===== src/rtl/icache_line_fetcher.sv =====
// -----------------------------------------------------------------------------
// icache_line_fetcher
//
// Refills one 32-byte instruction-cache line by reading eight 32-bit words from
// a backing memory over a simple req/ack handshake. The assembled line is
// presented for a single cycle on the return port and then held.
//
// Ports
//   clk                     rising-edge clock
//   reset                   asynchronous active-high reset
//   cache_mem_read_en       refill request (level, held until the line returns)
//   cache_mem_read_addr     physical miss address
//   mem_icache_return_en    one-cycle line-valid pulse
//   mem_icache_return_data  packed line, bank k at bits [32k+31:32k]
//   ram_req                 word read request to backing memory
//   ram_addr                byte address of the requested word
//   ram_ack                 word-valid strobe, sampled only while ram_req=1
//   ram_rdata               word data, valid with ram_ack
//
// Configuration
//   ICACHE_FETCH_CRITICAL_FIRST_EN  when defined, the fetch starts at the
//       missing word and wraps around the line; otherwise banks go 0..7.
//       Bank placement in the returned line is the same either way.
// -----------------------------------------------------------------------------
module icache_line_fetcher (
    input  logic         clk,
    input  logic         reset,
    input  logic         cache_mem_read_en,
    input  logic [31:0]  cache_mem_read_addr,
    output logic         mem_icache_return_en,
    output logic [255:0] mem_icache_return_data,
    output logic         ram_req,
    output logic [31:0]  ram_addr,
    input  logic         ram_ack,
    input  logic [31:0]  ram_rdata
);

    typedef enum logic [1:0] {
        IDLE,
        FETCH,
        RESP,
        HOLD
    } state_t;

    state_t         state_q, state_d;
    logic [26:0]    base_q, base_d;     // line address, addr[31:5]
    logic [2:0]     cnt_q, cnt_d;       // words accepted so far
    logic [255:0]   line_q, line_d;     // line under assembly (never visible)
    logic [255:0]   rdata_q, rdata_d;   // last completed line
    logic [2:0]     bank;               // bank addressed by the current fetch

`ifdef ICACHE_FETCH_CRITICAL_FIRST_EN
    logic [2:0]     start_q, start_d;   // critical word index, addr[4:2]

    // 3-bit add wraps the fetch order around the line.
    assign bank = start_q + cnt_q;
`else
    assign bank = cnt_q;
`endif

    // Byte-offset bits only matter for the critical-first order.
    logic unused_addr_bits;
    assign unused_addr_bits = ^cache_mem_read_addr[4:0];

    always_comb begin
        // NOTE: every variable gets a default before the case so no path
        // leaves one unassigned, which would infer a latch.
        state_d = state_q;
        base_d  = base_q;
        cnt_d   = cnt_q;
        line_d  = line_q;
        rdata_d = rdata_q;
`ifdef ICACHE_FETCH_CRITICAL_FIRST_EN
        start_d = start_q;
`endif

        case (state_q)
            IDLE: begin
                if (cache_mem_read_en) begin
                    base_d  = cache_mem_read_addr[31:5];
`ifdef ICACHE_FETCH_CRITICAL_FIRST_EN
                    start_d = cache_mem_read_addr[4:2];
`endif
                    cnt_d   = 3'd0;
                    state_d = FETCH;
                end
            end
            FETCH: begin
                // Request inputs are deliberately not looked at here: the
                // latched miss completes even if the cache withdraws it.
                if (ram_ack) begin
                    line_d[{bank, 5'd0} +: 32] = ram_rdata;
                    cnt_d = cnt_q + 3'd1;
                    if (cnt_q == 3'd7) begin
                        // Publish the whole line at once, including this word.
                        rdata_d = line_d;
                        state_d = RESP;
                    end
                end
            end
            RESP: begin
                state_d = HOLD;
            end
            HOLD: begin
                // Wait for the cache to drop its level request so the same
                // miss is not fetched twice.
                if (!cache_mem_read_en) begin
                    state_d = IDLE;
                end
            end
            default: begin
                state_d = IDLE;
            end
        endcase
    end

    // NOTE: the line buffer is reset along with the control state so a line
    // abandoned by reset can never leak into a later return.
    always_ff @(posedge clk or posedge reset) begin
        if (reset) begin
            state_q <= IDLE;
            base_q  <= '0;
            cnt_q   <= '0;
            line_q  <= '0;
            rdata_q <= '0;
`ifdef ICACHE_FETCH_CRITICAL_FIRST_EN
            start_q <= '0;
`endif
        end else begin
            // NOTE: non-blocking assignments so every flop samples the values
            // from before this edge, independent of statement order.
            state_q <= state_d;
            base_q  <= base_d;
            cnt_q   <= cnt_d;
            line_q  <= line_d;
            rdata_q <= rdata_d;
`ifdef ICACHE_FETCH_CRITICAL_FIRST_EN
            start_q <= start_d;
`endif
        end
    end

    // Outputs decode straight from registered state, so reset clears them
    // immediately without waiting for a clock.
    assign ram_req                = (state_q == FETCH);
    assign ram_addr               = (state_q == FETCH) ? {base_q, bank, 2'b00} : 32'd0;
    assign mem_icache_return_en   = (state_q == RESP);
    assign mem_icache_return_data = rdata_q;

endmodule


===== config.mk =====
export PLATFORM = sky130hd
export DESIGN_NAME = icache_line_fetcher
export DESIGN_NICKNAME = d
export VERILOG_FILES = /design/src/rtl/icache_line_fetcher.sv
export SDC_FILE = /design/constraint.sdc
export NUM_CORES = 1
export LEC_CHECK = 0
export BUFFER_PORTS_ARGS = -buffer_cell sky130_fd_sc_hd__buf_2
export CAP_MARGIN = 20
export CORE_ASPECT_RATIO = 1.1
export CORE_UTILIZATION = 60
export CTS_BUF_LIST = sky130_fd_sc_hd__clkbuf_4 sky130_fd_sc_hd__clkbuf_8
export CTS_CLUSTER_DIAMETER = 120
export DETAILED_ROUTE_END_ITERATION = 7
export PLACE_DENSITY = 0.91
export REMOVE_ABC_BUFFERS = 1
export SETUP_SLACK_MARGIN = 0.3
export SLEW_MARGIN = 20
export SYNTH_ARGS = -nofsm -noshare
export SYNTH_HDL_FRONTEND = slang
export SYNTH_SLANG_ARGS = --single-unit

===== constraint.sdc =====
create_clock -name clk -period 37.6 [get_ports clk]
set_input_delay 3.76 -clock clk [delete_from_list [all_inputs] [get_ports clk]]
set_output_delay 3.76 -clock clk [all_outputs]
set_load 0.005 [all_outputs]

==> flow_summary.ini <==
[floorplan]
dieArea_mm2 = 0.0406
rows = 76
coreArea_mm2 = 0.0392
start_util = 0.610
die_h_um = 211
die_width_um = 192
io_pins = 358

[place]
post-dp-hpwl_um = 38900
gp_congestion = 0.829
pre_cts_slack_ps = 29250
dpl.cell_count = 2955
dpl_cell_area_mm2 = 0.0255
numPortBuffers = 350

[power_and_ir_drop]
p_per_area_mw_per_mm2 = 56.0
p_total_mw = 1.53
ir_drop_mv = 0.0586
p_leak_nw = 13.6

[grt]
grt_max_degree = 188
gr-total-overflow = 0
antenna_found_initial = 0
grtUsageTotal = 0.333
grt_pass1_vias = 19300
grt_pass1_wl_um = 104000

[setup_path]
cp-startpoint = ram_ack
reg2reg_from = state_q[1]$_DFFE_PP0P_
endpoint_kind = flop
worstPathMaxFanout = 187
worst_setup_path_start_kind = input pin
critPathRequiredTime_ps = 38140
critPathArrivalTime_ps = 8060
crit_type = in2reg

[timing]
skew_ps = 28.2
rsz0062_at_grt = false
slew_viol_final = 0
relSlewSlack = 0.285
layout_setup_ws_ps = 30080
finalCritPeriodShare = 0.200
hold_violations = 0
setup-violations-final = 0
setup_tns_ps = 0
period_minus_slack_ps = 7520
tightest_slew_ps = 1070
fmax_ghz = 0.133

[cells_and_area]
drive_above_1_share = 0.243
fin_nets = 2617
layout.cells.non_filler = 3106
syn_to_final_growth_pct = 14.3
final_cell_area_mm2 = 0.0273
fillers = 2698

[clocking]
cts-root-buf = clkbuf_8
hold_buffers = 0
htree_levels = 3
cts_tree = done
clk_latency_ps = 660
cts_resized = 0
path_clk_slew_ps = 60
clock-sinks = 544
cts_buffer_depth = 3
cts_setup_buffers = 0
cts-buffers-inserted = 85

[detailed_routing]
ant_nets = 0
routedWlPerCell_um = 21.6
viasPerCell = 6.17
route.detailed.drc = 0
vias = 19200
drtIter0Drc = 1925
drtPass1Iterations = 5
drt_wl_total_um = 67100

[synth]
synthCells = 2300
avgSynthCellArea_um2 = 10.4
ys_ff_latch = 544
ys_seq_area_frac = 0.570
synth.cell_area_mm2 = 0.0239
yosysWarnings = 0
ys_types = 39

[job]
maxCapViolCount = 0

[min_path]
worstHoldStart = line_q[198]$_DFFE_PP0P_
min-delay-path-class = reg2reg

[run_status]
status = complete, no violations
[where the power goes]
part | internal [mW] | total, mW | switching (mW)
Combinational | 0.132 | 0.347 | 0.215
Sequential | 0.634 | 0.661 | 0.0278
Clock | 0.284 | 0.519 | 0.235
Total | 1.05 | 1.53 | 0.478
[area by class of cell]
type,count,area (um^2),area share
Clock buffer,134,1690,0.0618
Antenna cell,1,2.50,0.0000916
Sequential cell,544,13600,0.498
Multi-Input combinational cell,1522,9220,0.338
Clock inverter,13,82.6,0.00302
Inverter,6,30.0,0.00110
Tap cell,507,634,0.0232
Timing Repair Buffer,379,2040,0.0748
[per-stage QoR]
stage / util / hold slack [ps]
global placement: 0.650 / 453
global route: 0.697 / 486
floorplan: - / 442
detailed placement: 0.650 / 461
finish: 0.697 / 470
CTS: 0.695 / 476
[cell families after synthesis]
family,count (synthesis),synth area share
fa+ha+maj,11,0.00576
buf+inv,235,0.0490
mux,156,0.0749
flops,544,0.570
simple gates,797,0.162
compound gates,556,0.138
other cells,1,0.000157
[cells in the mapped netlist]
cell type	instances	share of area
a21oi_1	96	0.020
a221o_1	96	0.040
a22o_1	4	0.0015
and2_1	31	0.0081
and3_1	64	0.017
buf_1	3	0.00047
buf_2	71	0.015
buf_4	21	0.0066
buf_6	16	0.0075
clkbuf_1	117	0.018
clkbuf_2	1	0.00021
conb_1	1	0.00016
dfrtp_1	544	0.57
ha_1	11	0.0058
inv_1	6	0.00094
mux2_1	14	0.0066
mux2_2	48	0.023
mux2_4	30	0.019
mux2i_1	64	0.027
nand2_1	421	0.066
nand2_2	1	0.00026
nand2b_1	1	0.00026
nand3_1	5	0.0010
nand4b_1	32	0.012
nand4b_2	4	0.0025
nand4bb_1	1	0.00047
nor2_1	128	0.020
nor2_2	2	0.00052
nor2b_1	1	0.00026
nor3_1	1	0.00021
nor3b_1	99	0.031
nor3b_4	2	0.0016
o21ai_0	317	0.066
o21ai_1	39	0.0082
o311a_1	2	0.00084
o311ai_0	1	0.00037
o32a_1	1	0.00042
or2_1	3	0.00079
or3_1	1	0.00026
[layer usage]
layer	part of all wire	GRT usage
met1	0.39	0.429
met5	0	0
met2	0.48	0.523
met3	0.089	0.0718
met4	0.045	0.188
[placed cells by master (no fill, tap or decap), types with 2 or more instances in the layout]
master / Yosys / routed
conb_1: 1 / 2
o311a_2: 0 / 2
nand2_1: 421 / 418
buf_6: 16 / 2
nor3b_1: 99 / 96
mux2_2: 48 / 48
nand4b_1: 32 / 32
ha_1: 11 / 9
clkinvlp_4: 0 / 4
clkbuf_4: 0 / 25
and3_1: 64 / 64
inv_1: 6 / 5
buf_2: 71 / 350
clkinv_2: 0 / 7
and2_1: 31 / 31
a22o_1: 4 / 4
o21ai_1: 39 / 39
nand3_1: 5 / 3
nor3b_2: 0 / 3
nand3_2: 0 / 2
nand4b_4: 0 / 4
mux2i_1: 64 / 64
a21oi_1: 96 / 96
mux2_4: 30 / 30
nor2_1: 128 / 128
clkbuf_8: 0 / 109
nor2_2: 2 / 2
buf_16: 0 / 2
mux2_1: 14 / 14
a221o_1: 96 / 96
ha_2: 0 / 2
or2_2: 0 / 3
nand2_2: 1 / 3
inv_6: 0 / 2
buf_12: 0 / 2
dfrtp_1: 544 / 543
buf_4: 21 / 23
nor3b_4: 2 / 2
o21ai_0: 317 / 317
[worst max-delay path, cell delays in order]
cell and delay (ps):
buf_2 150, and2_1 360, nand2_8 740, buf_4 480
buf_16 330, buf_4 780, buf_4 840, nor2_1 170
a221o_1 370
[worst paths after layout]
check                                                               end  slack [ps]  cells after the start
worst max-delay path            mem_icache_return_data[188]$_DFFE_PP0P_       30080                      9
worst min-delay path                            line_q[198]$_DFFE_PP0P_         470                      2
worst max register to register  mem_icache_return_data[188]$_DFFE_PP0P_       32130                     10
worst min register to register                  line_q[198]$_DFFE_PP0P_         470                      2
max in group asynchronous                         base_q[9]$_DFFE_PP0P_       32260                      4
min in group asynchronous                       line_q[152]$_DFFE_PP0P_        3290                      2
[sequential cells by signal, summed over array words and instances (netlist names)]
register / count
state_q: 2
base_q: 27
bank: 3
line_q: 256
mem_icache_return_data: 256
Note: power is estimated with default switching activity, not from simulation.
